<file path="src/rtl/servo_pkg.sv">
// Shared constants, conversion FSM states and width helpers
// for the servo PWM blocks.
package servo_pkg;

    localparam int DEF_PERIOD    = 1000000;
    localparam int DEF_PULSE_MIN = 50000;
    localparam int DEF_PULSE_MAX = 100000;
    localparam int DEF_PULSE_NEU = 75000;
    localparam int DEF_SLEW_STEP = 500;

    typedef enum logic [1:0] {
        ST_IDLE,
        ST_PREP,
        ST_DIV,
        ST_WRITE
    } conv_state_t;

    function automatic int pw_width(input int period);
        return $clog2(period + 1);
    endfunction

    function automatic int ch_width(input int n);
        return (n > 1) ? $clog2(n) : 1;
    endfunction

endpackage

</file>
<file path="src/rtl/seq_divider.sv">
// Restoring divider, one quotient bit per cycle, Q_W cycles.
// Caller guarantees num < den * 2**Q_W.
module seq_divider #(
    parameter int NUM_W = 24,
    parameter int DEN_W = 12,
    parameter int Q_W   = 12
) (
    input  logic             clk,
    input  logic             reset_n,
    input  logic             start,
    input  logic [NUM_W-1:0] num,
    input  logic [DEN_W-1:0] den,
    output logic             busy,
    output logic             done,
    output logic [Q_W-1:0]   quotient
);

    localparam int CNT_W = $clog2(Q_W + 1);

    logic [DEN_W-1:0] rem_q;
    logic [DEN_W-1:0] den_q;
    logic [Q_W-1:0]   q_q;
    logic [CNT_W-1:0] cnt_q;
    logic             busy_q;
    logic [DEN_W:0]   trial;
    logic [DEN_W-1:0] diff;
    logic             fits;

    assign trial = {rem_q, q_q[Q_W-1]};
    assign fits  = trial >= {1'b0, den_q};
    assign diff  = trial[DEN_W-1:0] - den_q;

    always_ff @(posedge clk or negedge reset_n) begin
        if (!reset_n) begin
            rem_q  <= '0;
            den_q  <= '0;
            q_q    <= '0;
            cnt_q  <= '0;
            busy_q <= 1'b0;
        end else if (busy_q) begin
            rem_q <= fits ? diff : trial[DEN_W-1:0];
            q_q   <= {q_q[Q_W-2:0], fits};
            cnt_q <= cnt_q - CNT_W'(1);
            if (cnt_q == CNT_W'(1)) begin
                busy_q <= 1'b0;
            end
        end else if (start) begin
            // Upper numerator bits seed the remainder; low bits shift in.
            rem_q  <= DEN_W'(num[NUM_W-1:Q_W]);
            den_q  <= den;
            q_q    <= num[Q_W-1:0];
            cnt_q  <= CNT_W'(Q_W);
            busy_q <= 1'b1;
        end
    end

    assign busy     = busy_q;
    assign done     = busy_q && (cnt_q == CNT_W'(1));
    assign quotient = q_q;

endmodule

</file>
<file path="src/rtl/multi_servo_pwm.sv">
// N-channel servo PWM: calibrated ADC-to-pulse scaling with
// per-frame slew limiting and frame-aligned updates.
module multi_servo_pwm
    import servo_pkg::*;
#(
    parameter int NUM_CH        = 4,
    parameter int ADC_W         = 12,
    parameter int PERIOD        = DEF_PERIOD,
    parameter int PULSE_MIN     = DEF_PULSE_MIN,
    parameter int PULSE_MAX     = DEF_PULSE_MAX,
    parameter int PULSE_NEUTRAL = DEF_PULSE_NEU,
    parameter int SLEW_STEP     = DEF_SLEW_STEP,
    parameter int CH_W          = ch_width(NUM_CH),
    parameter int PW_W          = pw_width(PERIOD)
) (
    input  logic              clk,
    input  logic              reset_n,
    input  logic              adc_valid,
    output logic              adc_ready,
    input  logic [CH_W-1:0]   adc_ch,
    input  logic [ADC_W-1:0]  adc_data,
    input  logic              cal_we,
    input  logic [CH_W-1:0]   cal_ch,
    input  logic [ADC_W-1:0]  cal_min,
    input  logic [ADC_W-1:0]  cal_max,
    input  logic [NUM_CH-1:0] ch_en,
    output logic [NUM_CH-1:0] servo_pwm,
    output logic              frame_start,
    output logic [NUM_CH-1:0] cal_err
);

    localparam int NUM_W = ADC_W + PW_W;

    localparam logic [PW_W-1:0] LAST   = PW_W'(PERIOD - 1);
    localparam logic [PW_W-1:0] P_MIN  = PW_W'(PULSE_MIN);
    localparam logic [PW_W-1:0] P_NEU  = PW_W'(PULSE_NEUTRAL);
    localparam logic [PW_W-1:0] P_SPAN = PW_W'(PULSE_MAX - PULSE_MIN);
    localparam logic [PW_W-1:0] STEP_N = PW_W'(SLEW_STEP);
    localparam logic [PW_W:0]   STEP_W = (PW_W + 1)'(SLEW_STEP);
    localparam logic [CH_W:0]   CH_LIM = (CH_W + 1)'(NUM_CH);

    conv_state_t state_q;
    conv_state_t state_d;

    logic             accept;
    logic             ch_ok;
    logic             cal_ok;
    logic [CH_W-1:0]  cap_ch_q;
    logic [ADC_W-1:0] cap_x_q;
    logic [ADC_W-1:0] cap_lo_q;
    logic [ADC_W-1:0] cap_hi_q;
    logic             err_q;

    logic [ADC_W-1:0] x_clamp;
    logic [ADC_W-1:0] x_off;
    logic [ADC_W-1:0] span;
    logic             cal_bad;
    logic [NUM_W-1:0] num;
    logic             div_start;
    logic             div_busy;
    logic             div_done;
    logic [PW_W-1:0]  quotient;

    logic [ADC_W-1:0] cal_min_q [NUM_CH];
    logic [ADC_W-1:0] cal_max_q [NUM_CH];
    logic [PW_W-1:0]  target_q  [NUM_CH];
    logic [PW_W-1:0]  active_q  [NUM_CH];
    logic [NUM_CH-1:0] cal_err_q;

    logic [PW_W-1:0]   cnt_q;
    logic              last;
    logic              frame_start_q;
    logic [NUM_CH-1:0] pwm_q;

    function automatic logic [PW_W-1:0] slew(
        input logic [PW_W-1:0] tgt,
        input logic [PW_W-1:0] cur
    );
        logic [PW_W:0]   t;
        logic [PW_W:0]   c;
        logic [PW_W-1:0] r;
        t = {1'b0, tgt};
        c = {1'b0, cur};
        r = tgt;
        // Widened compares keep cur-step from wrapping below zero.
        if (SLEW_STEP != 0) begin
            if (t > c + STEP_W) begin
                r = cur + STEP_N;
            end else if (t + STEP_W < c) begin
                r = cur - STEP_N;
            end
        end
        return r;
    endfunction

    assign adc_ready = (state_q == ST_IDLE);
    assign accept    = adc_valid && adc_ready;
    assign ch_ok     = {1'b0, adc_ch} < CH_LIM;
    assign cal_ok    = {1'b0, cal_ch} < CH_LIM;

    always_comb begin
        x_clamp = cap_x_q;
        if (cap_x_q < cap_lo_q) begin
            x_clamp = cap_lo_q;
        end else if (cap_x_q > cap_hi_q) begin
            x_clamp = cap_hi_q;
        end
    end

    assign x_off     = x_clamp - cap_lo_q;
    assign span      = cap_hi_q - cap_lo_q;
    assign cal_bad   = cap_hi_q <= cap_lo_q;
    assign num       = NUM_W'(x_off) * NUM_W'(P_SPAN);
    assign div_start = (state_q == ST_PREP) && !cal_bad;

    seq_divider #(
        .NUM_W (NUM_W),
        .DEN_W (ADC_W),
        .Q_W   (PW_W)
    ) u_div (
        .clk      (clk),
        .reset_n  (reset_n),
        .start    (div_start),
        .num      (num),
        .den      (span),
        .busy     (div_busy),
        .done     (div_done),
        .quotient (quotient)
    );

    always_comb begin
        state_d = state_q;
        unique case (state_q)
            ST_IDLE:  if (accept && ch_ok) state_d = ST_PREP;
            ST_PREP:  state_d = cal_bad ? ST_WRITE : ST_DIV;
            ST_DIV:   if (div_done || !div_busy) state_d = ST_WRITE;
            ST_WRITE: state_d = ST_IDLE;
            default:  state_d = ST_IDLE;
        endcase
    end

    always_ff @(posedge clk or negedge reset_n) begin
        if (!reset_n) begin
            state_q  <= ST_IDLE;
            cap_ch_q <= '0;
            cap_x_q  <= '0;
            cap_lo_q <= '0;
            cap_hi_q <= '0;
            err_q    <= 1'b0;
        end else begin
            state_q <= state_d;
            // Table reads here see pre-write values on a same-cycle cal_we.
            if (accept && ch_ok) begin
                cap_ch_q <= adc_ch;
                cap_x_q  <= adc_data;
                cap_lo_q <= cal_min_q[adc_ch];
                cap_hi_q <= cal_max_q[adc_ch];
            end
            if (state_q == ST_PREP) begin
                err_q <= cal_bad;
            end
        end
    end

    always_ff @(posedge clk or negedge reset_n) begin
        if (!reset_n) begin
            for (int i = 0; i < NUM_CH; i++) begin
                cal_min_q[i] <= '0;
                cal_max_q[i] <= '1;
                target_q[i]  <= P_NEU;
            end
            cal_err_q <= '0;
        end else begin
            if (state_q == ST_WRITE) begin
                target_q[cap_ch_q] <= err_q ? P_NEU : P_MIN + quotient;
                if (err_q) begin
                    cal_err_q[cap_ch_q] <= 1'b1;
                end
            end
            if (cal_we && cal_ok) begin
                cal_min_q[cal_ch] <= cal_min;
                cal_max_q[cal_ch] <= cal_max;
                cal_err_q[cal_ch] <= (cal_max <= cal_min);
            end
        end
    end

    assign last = (cnt_q == LAST);

    always_ff @(posedge clk or negedge reset_n) begin
        if (!reset_n) begin
            cnt_q         <= '0;
            frame_start_q <= 1'b0;
            pwm_q         <= '0;
            for (int i = 0; i < NUM_CH; i++) begin
                active_q[i] <= P_NEU;
            end
        end else begin
            cnt_q         <= last ? '0 : cnt_q + PW_W'(1);
            frame_start_q <= (cnt_q == '0);
            if (last) begin
                for (int i = 0; i < NUM_CH; i++) begin
                    active_q[i] <= ch_en[i] ? slew(target_q[i], active_q[i])
                                            : P_NEU;
                end
            end
            for (int i = 0; i < NUM_CH; i++) begin
                pwm_q[i] <= ch_en[i] && (cnt_q < active_q[i]);
            end
        end
    end

    assign servo_pwm   = pwm_q;
    assign frame_start = frame_start_q;
    assign cal_err     = cal_err_q;

endmodule
</file>
<file path="config.mk">
export PLATFORM = sky130hd
export DESIGN_NAME = multi_servo_pwm
export DESIGN_NICKNAME = d
export VERILOG_FILES = /design/src/rtl/servo_pkg.sv /design/src/rtl/seq_divider.sv /design/src/rtl/multi_servo_pwm.sv
export SDC_FILE = /design/constraint.sdc
export NUM_CORES = 1
export LEC_CHECK = 0
export ABC_AREA = 1
export CAP_MARGIN = 5
export CORE_ASPECT_RATIO = 1.75
export CORE_MARGIN = 5
export CORE_UTILIZATION = 45
export DETAILED_ROUTE_END_ITERATION = 6
export DONT_BUFFER_PORTS = 1
export GPL_ROUTABILITY_DRIVEN = 0
export PLACE_DENSITY = 0.57
export SYNTH_ARGS = -nofsm -noshare
export SYNTH_HDL_FRONTEND = slang
export SYNTH_SLANG_ARGS = --single-unit
</file>
<file path="constraint.sdc">
create_clock -name clk -period 10.52 [get_ports clk]
set_input_delay 1.052 -clock clk [delete_from_list [all_inputs] [get_ports clk]]
set_output_delay 1.052 -clock clk [all_outputs]
set_load 0.1 [all_outputs]
</file>
==> results of run 1 <==
-- layout by cell type, fill, tap and decap left out, types with 19 or more instances in the layout --
cell type / n
nor3_1: 57
inv_1: 565
buf_4: 19
clkbuf_16: 42
nand2_1: 1176
nor2_1: 354
dfstp_2: 112
ha_1: 402
o22ai_1: 34
dfrtp_1: 264
o211ai_1: 27
xnor2_1: 25
nand3b_1: 24
nand4_1: 119
o21ai_0: 384
a21oi_1: 206
xor2_1: 168
nand3_1: 286
fa_1: 31
-- stage by stage --
stage / instance area [um^2] / setup slack [ns]
finish: 34810 / 2.412
global route: 34810 / 1.433
CTS: 34810 / 2.389
detailed placement: 33390 / 2.459
global placement: 33390 / 2.569
floorplan: 32780 / 3.544
-- cell type report --
type | count | area [um^2]
multi-input cells | 3455 | 20360
fillers | 7514 | 37800
clock buffers | 61 | 1162
well taps | 931 | 1165
clock inverters | 16 | 254.0
repair buffers | 19 | 142.6
flip-flops and latches | 376 | 9549
inverters | 579 | 2176
-- worst max-delay path: cells and delay by family (launching register included) --
kind	cells	cell delay, ns
AOI/OAI and AO/OA	9	1.49
xor gates and xnor gates	1	0.22
adders and majority gates	9	3.38
buffers and inverters	5	0.36
DFF	1	0.39
muxes	1	0.11
and+or+nand+nor	11	1.98
-- Yosys cell counts, types with 6 or more instances --
library cell and count:
inv_1 565, xnor2_1 25, a21boi_0 6, o21ai_0 387
inv_2 10, dfrtp_1 264, nor2_1 354, a21o_1 7
o21ai_2 15, a31oi_1 11, nand2_2 7, nand2_1 1176
clkbuf_1 83, buf_2 41, buf_4 11, nand3b_1 24
fa_1 31, xor2_1 168, buf_6 7, nor2_2 10
o21ai_1 10, o22ai_1 34, nand3_1 288, nor4_1 15
nor3_1 59, a21oi_1 206, dfstp_2 112, ha_1 402
a211oi_1 12, nand4_1 119, o21bai_1 11, o211ai_1 27
-- metal layers --
layer / wire (um) / global-route usage
met5: 0 / 0
met4: 9372 / 0.1900
met3: 3724 / 0.03158
met1: 38790 / 0.2719
met2: 58700 / 0.5286
-- sequential cells by signal (all words and copies together), names as in the netlist --
register        flops
cap_ch_q            2
frame_start         1
cal_max_q          48
servo_pwm           4
state_q             2
cal_err             4
u_div.cnt_q         5
err_q               1
cap_hi_q           12
cnt_q              20
active_q           80
cal_min_q          48
target_q           80
u_div.busy          1
u_div.den_q        12
cap_lo_q           12
u_div.rem_q        12
u_div.quotient     20
cap_x_q            12
-- logic make-up after synthesis --
| family | count (synthesis) |
|---|---|
| flip-flops | 376 |
| AND/OR/NAND/NOR | 2086 |
| adder cells (fa/ha/maj) | 433 |
| AO/OA/AOI/OAI | 742 |
| buffers and inverters | 730 |
| multiplexers | 1 |
| XOR/XNOR | 193 |
-- worst min-delay path by stage --
stage               slack [ns]                        to                    start  depth (start not counted)
floorplan                 0.44   active_q[1]$_DFFE_PN0P_  active_q[1]$_DFFE_PN0P_                          2
finish                    0.16  active_q[69]$_DFFE_PN0N_                  reset_n                          0
global route              0.13  active_q[69]$_DFFE_PN0N_                  reset_n                          0
global placement          0.46   active_q[1]$_DFFE_PN0P_  active_q[1]$_DFFE_PN0P_                          2
CTS                       0.13  target_q[17]$_DFFE_PN0P_                  reset_n                          0
detailed placement        0.47   active_q[1]$_DFFE_PN0P_  active_q[1]$_DFFE_PN0P_                          2
==> flow_metrics.py, run 1 <==
metrics = {
    "status": {
        "status": "complete, but fails checks",
        "violations": "DRC",
    },
    "cts": {
        "postCtsSetupBuffers": 0,
        "cts-resized-gates": 0,
        "cts_root_buf": "clkbuf_16",
        "worstSkewPairLatency_ns": 0.63,
        "cts_buffers": 42,
        "path_clk_slew_ns": 0.06,
        "cts_tree": "yes",
        "clock-sinks": 376,
        "cts-hold-fix-buffers": 0,
        "cts_buffer_depth": 3,
        "ctsHtreeMaxLevel": 2,
    },
    "drt": {
        "wire_per_inst_um": 20.34,
        "drt_iter0_drc": 1914,
        "ant_nets": 0,
        "first_pass_iters": 7,
        "routed_wl_mm": 110.6,
        "drcViolationCount": 7,
        "via_per_inst": 5.534,
        "vias": 30086,
    },
    "critical_path": {
        "cp_slowest_cell": "nand2_1",
        "r2r_cells": 36,
        "cp-start-kind": "register",
        "crit_end": "u_div.rem_q[3]$_DFFE_PN0P_",
        "r2r_start": "cap_hi_q[11]$_DFFE_PN0P_",
        "critPathMaxStageDelay_ns": 0.64,
        "r2r_setup_slack_ns": 2.41,
        "end_kind": "register",
        "cp-startpoint": "cap_hi_q[11]$_DFFE_PN0P_",
        "worstPathRequired_ns": 10.98,
        "cp_max_fo": 25,
        "path_class": "reg2reg",
        "r2r_end": "u_div.rem_q[3]$_DFFE_PN0P_",
        "worstPathArrival_ns": 8.56,
    },
    "logic_synthesis": {
        "synth_seq_cells": 376,
        "ys_top_cells_by_area": "dfrtp_1 (20%), ha_1 (15%), nand2_1 (13%), dfstp_2 (9.0%), inv_1 (6.5%)",
        "yosysTopAreaCell": "dfrtp_1",
        "synth_top_flop_cell": "dfrtp_1",
        "synth-compound-area-share": 0.1236,
        "synthMuxAreaShare": 0.0003054,
        "synthCells": 4561,
        "avgSynthCellArea_um2": 7.186,
        "synth_adder_area_share": 0.1724,
        "synth-xor-area-share": 0.05157,
        "synth-async-reset-ratio": 1.000,
        "yosysTopAreaCellShare": 0.2016,
        "ys_seq_area_frac": 0.2913,
        "ys.warnings.count": 0,
        "synth_nets": 5042,
        "synth_edf_count": 0,
        "yosysUniqueCellTypes": 60,
        "synthesis.area_mm2": 0.03278,
        "synth-simple-area-share": 0.2725,
        "synth_top_family_by_area": "simple AND/OR/NAND/NOR gates",
    },
    "global_routing": {
        "grt_pass1_wl_mm": 170.6,
        "antenna_found_initial": 0,
        "grt_max_degree": 377,
        "overflow": 0,
        "grt_pass1_vias": 30372,
        "grt.total_usage": 0.2746,
    },
    "layout": {
        "areaGrowthSynthToFinish_pct": 6.203,
        "final_cells": 5437,
        "fin_nets": 4954,
        "fin_util": 0.4794,
        "drive_gt1_frac": 0.05948,
        "antenna_cells": 0,
    },
    "floorplanning": {
        "coreArea_mm2": 0.07261,
        "row_count": 131,
        "floorplan.initialDensity": 0.4514,
        "ios": 58,
        "dieArea_mm2": 0.07855,
        "fp.dieW_um": 214.0,
        "die_y_um": 367.0,
    },
    "timing": {
        "hold_viol": 0,
        "setup_viol": 0,
        "period_share": 0.7707,
        "slew_headroom": 0.04157,
        "fin_setup_tns_ns": 0,
        "fin_crit_ns": 8.108,
        "hold_ws_ns": 0.1564,
        "max_freq_mhz": 123.3,
        "tightest_slew_ns": 1.438,
        "rsz0062_at_grt": "false",
        "slew_viol_final": 0,
        "skew_ns": 0.04771,
    },
    "place": {
        "io_buffer_count": 0,
        "dp_cells": 5360,
        "dpl.hpwl_mm": 84.42,
    },
    "hold_path": {
        "hp-class": "in2async",
    },
    "flow_run": {
        "timing.max_cap.violations": 0,
    },
}
Power of run 1 is not shown: default switching activity piles up to over one toggle a cycle in this logic, so the estimate is an artifact.
==> run 2, diff against run 1 <==
Settings changed: PLACE_DENSITY 0.57 to 0.59.
Clock period 10.52 ns to 6.8 ns, I/O delays scaled along.
==> run 2 against run 1 <==
  * Global-route usage is 0.14 points higher
  * Critical path type unchanged
  * The run ends with DRC, hold timing, slew limit left
  * Largest cell class unchanged
  * Clock-buffer cell count fell by 1
  * Worst hold slack lost 0.36 ns
  * Setup slack worse by 2.3 ns
  * Maximum frequency grew 21%
==> flow_metrics.py, run 2 (synthesis results as in run 1) <==
metrics = {
    "status": {
        "status": "complete, but fails checks",
        "violations": "DRC, hold timing, slew limit",
    },
    "critical_path": {
        "r2r_start": "cap_x_q[11]$_DFFE_PN0P_",
        "end_kind": "register",
        "path_buf_inv": 4,
        "worstPathArrival_ns": 7.19,
        "cp_max_fo": 7,
        "crit_cells": 33,
        "cp-start-kind": "register",
        "r2r_cells": 33,
        "critPathMaxStageDelay_ns": 0.53,
        "worstPathRequired_ns": 7.27,
        "cp-startpoint": "cap_x_q[11]$_DFFE_PN0P_",
        "path_delay_family": "adder cells",
        "path_class": "reg2reg",
        "cp_slowest_cell": "fa_1",
        "crit_top_cell": "ha_4",
    },
    "place": {
        "io_buffer_count": 0,
        "dp_slack_ns": -0.2437,
        "dp_cells": 5499,
        "dpl.hpwl_mm": 85.70,
    },
    "timing": {
        "hold_viol": 41,
        "slew_viol_final": 165,
        "tightest_slew_ns": 1.657,
        "fin_crit_ns": 6.721,
        "skew_ns": 0.03362,
        "hold_ws_ns": -0.2050,
        "max_freq_mhz": 148.8,
        "fin_setup_tns_ns": 0,
        "slew_headroom": -0.1049,
        "setup_viol": 0,
        "rsz0062_at_grt": "true",
        "worst_slack_ns": 0.07925,
        "period_share": 0.9883,
    },
    "floorplanning": {
        "fp.dieW_um": 214.0,
        "coreArea_mm2": 0.07261,
        "floorplan.initialDensity": 0.4514,
        "row_count": 131,
        "ios": 58,
        "die_y_um": 367.0,
        "dieArea_mm2": 0.07855,
    },
    "cts": {
        "cts_tree": "yes",
        "cts_buffer_depth": 3,
        "ctsHtreeMaxLevel": 2,
        "path_clk_slew_ns": 0.06,
        "clock-sinks": 376,
        "cts_buffers": 42,
        "cts_root_buf": "clkbuf_16",
        "worstSkewPairLatency_ns": 0.61,
    },
    "layout": {
        "multi_input_area_mm2": 0.02098,
        "regArea_mm2": 0.009549,
        "final_cells": 5598,
        "fin_nets": 5113,
        "final_common_cell": "nand2_1",
        "fin_util": 0.5047,
        "final_cell_mix": "nand2_1 (1,156), inv_1 (550), ha_1 (374), o21ai_0 (368), nor2_1 (345)",
        "fill_cells": 7372,
        "top_regs": "active_q x80, target_q x80",
        "areaGrowthSynthToFinish_pct": 11.80,
        "drive_gt1_frac": 0.1136,
    },
    "drt": {
        "drcViolationCount": 4,
        "routed_wl_mm": 112.3,
        "vias": 31208,
        "wire_per_inst_um": 20.06,
        "via_per_inst": 5.575,
        "ant_nets": 0,
        "first_pass_iters": 7,
        "drt_iter0_drc": 2027,
    },
    "global_routing": {
        "grt_pass1_wl_mm": 171.7,
        "grt_max_degree": 377,
        "antenna_found_initial": 0,
        "overflow": 0,
        "grt_pass1_vias": 31067,
        "grt.total_usage": 0.2760,
    },
    "hold_path": {
        "hp-class": "in2async",
    },
    "flow_run": {
        "timing.max_cap.violations": 0,
    },
}
==> run 2: cell count changes in the layout (fill, tap and decap cells not counted), sizes merged <==
cell      previous run  this run
buf                 19       177
clkinv              11        13
bufinv               4         3
clkinvlp             2         3
diode                0         1
==> run 2: per-layer routing <==
layer | track usage | share of wire | routed length, um | up-vias
li1 | - | - | - | 15159
met1 | 0.2650 | 0.34 | 37890 | 14656
met2 | 0.5323 | 0.53 | 59920 | 935
met3 | 0.03241 | 0.038 | 4215 | 458
met4 | 0.2074 | 0.092 | 10280 | 0
met5 | 0 | 0 | 0 | -
==> run 2: cell type report <==
cell class / instances / share of cell area
Inverter: 579 / 0.05938
Clock inverter: 18 / 0.005873
Clock buffer: 60 / 0.03216
Tap cell: 931 / 0.03179
Antenna cell: 1 / 0.00006829
Timing Repair Buffer: 178 / 0.03770
Multi-Input combinational cell: 3455 / 0.5724
Sequential cell: 376 / 0.2606
==> run 2: final timing paths <==
path	endpoint	slack [ns]
min in group clk	cap_x_q[8]$_DFFE_PN0P_	0.19
worst max register to register	u_div.quotient[19]$_DFFE_PN0P_	0.08
worst max-delay path	u_div.quotient[19]$_DFFE_PN0P_	0.08
worst min register to register	cal_min_q[14]$_DFFE_PN0P_	0.48
max in group asynchronous	u_div.quotient[19]$_DFFE_PN0P_	5.68
worst min-delay path	active_q[51]$_DFFE_PN0N_	-0.21
==> run 2: worst register-to-register path: cells and delay by family (launching register included) <==
kind,cells,cell delay [ns]
buffers and inverters,4,0.33
XOR/XNOR,1,0.16
multiplexers,1,0.09
AO/OA/AOI/OAI,7,0.91
adder cells (fa/ha/maj),9,3.18
flip-flops,1,0.41
AND/OR/NAND/NOR,11,1.51
==> run 2: what timing repair did <==
item                                    CTS  global route
cloned                                    0             1
buffers inserted                          1            18
pin swaps                                 3            74
gates resized for setup                  10           129
endpoints found under the setup margin   11            14
hold endpoints to repair                272           272
==> run 2: through the flow <==
step	cell area, um^2	hold WS, ns
final	36640	-0.2050
after global routing	36640	-0.2302
after CTS	35890	-0.2316
after detailed placement	34450	0.4207
after global placement	34450	0.4070
after floorplan	32780	0.3844
Power of run 2 is left out for the same reason.
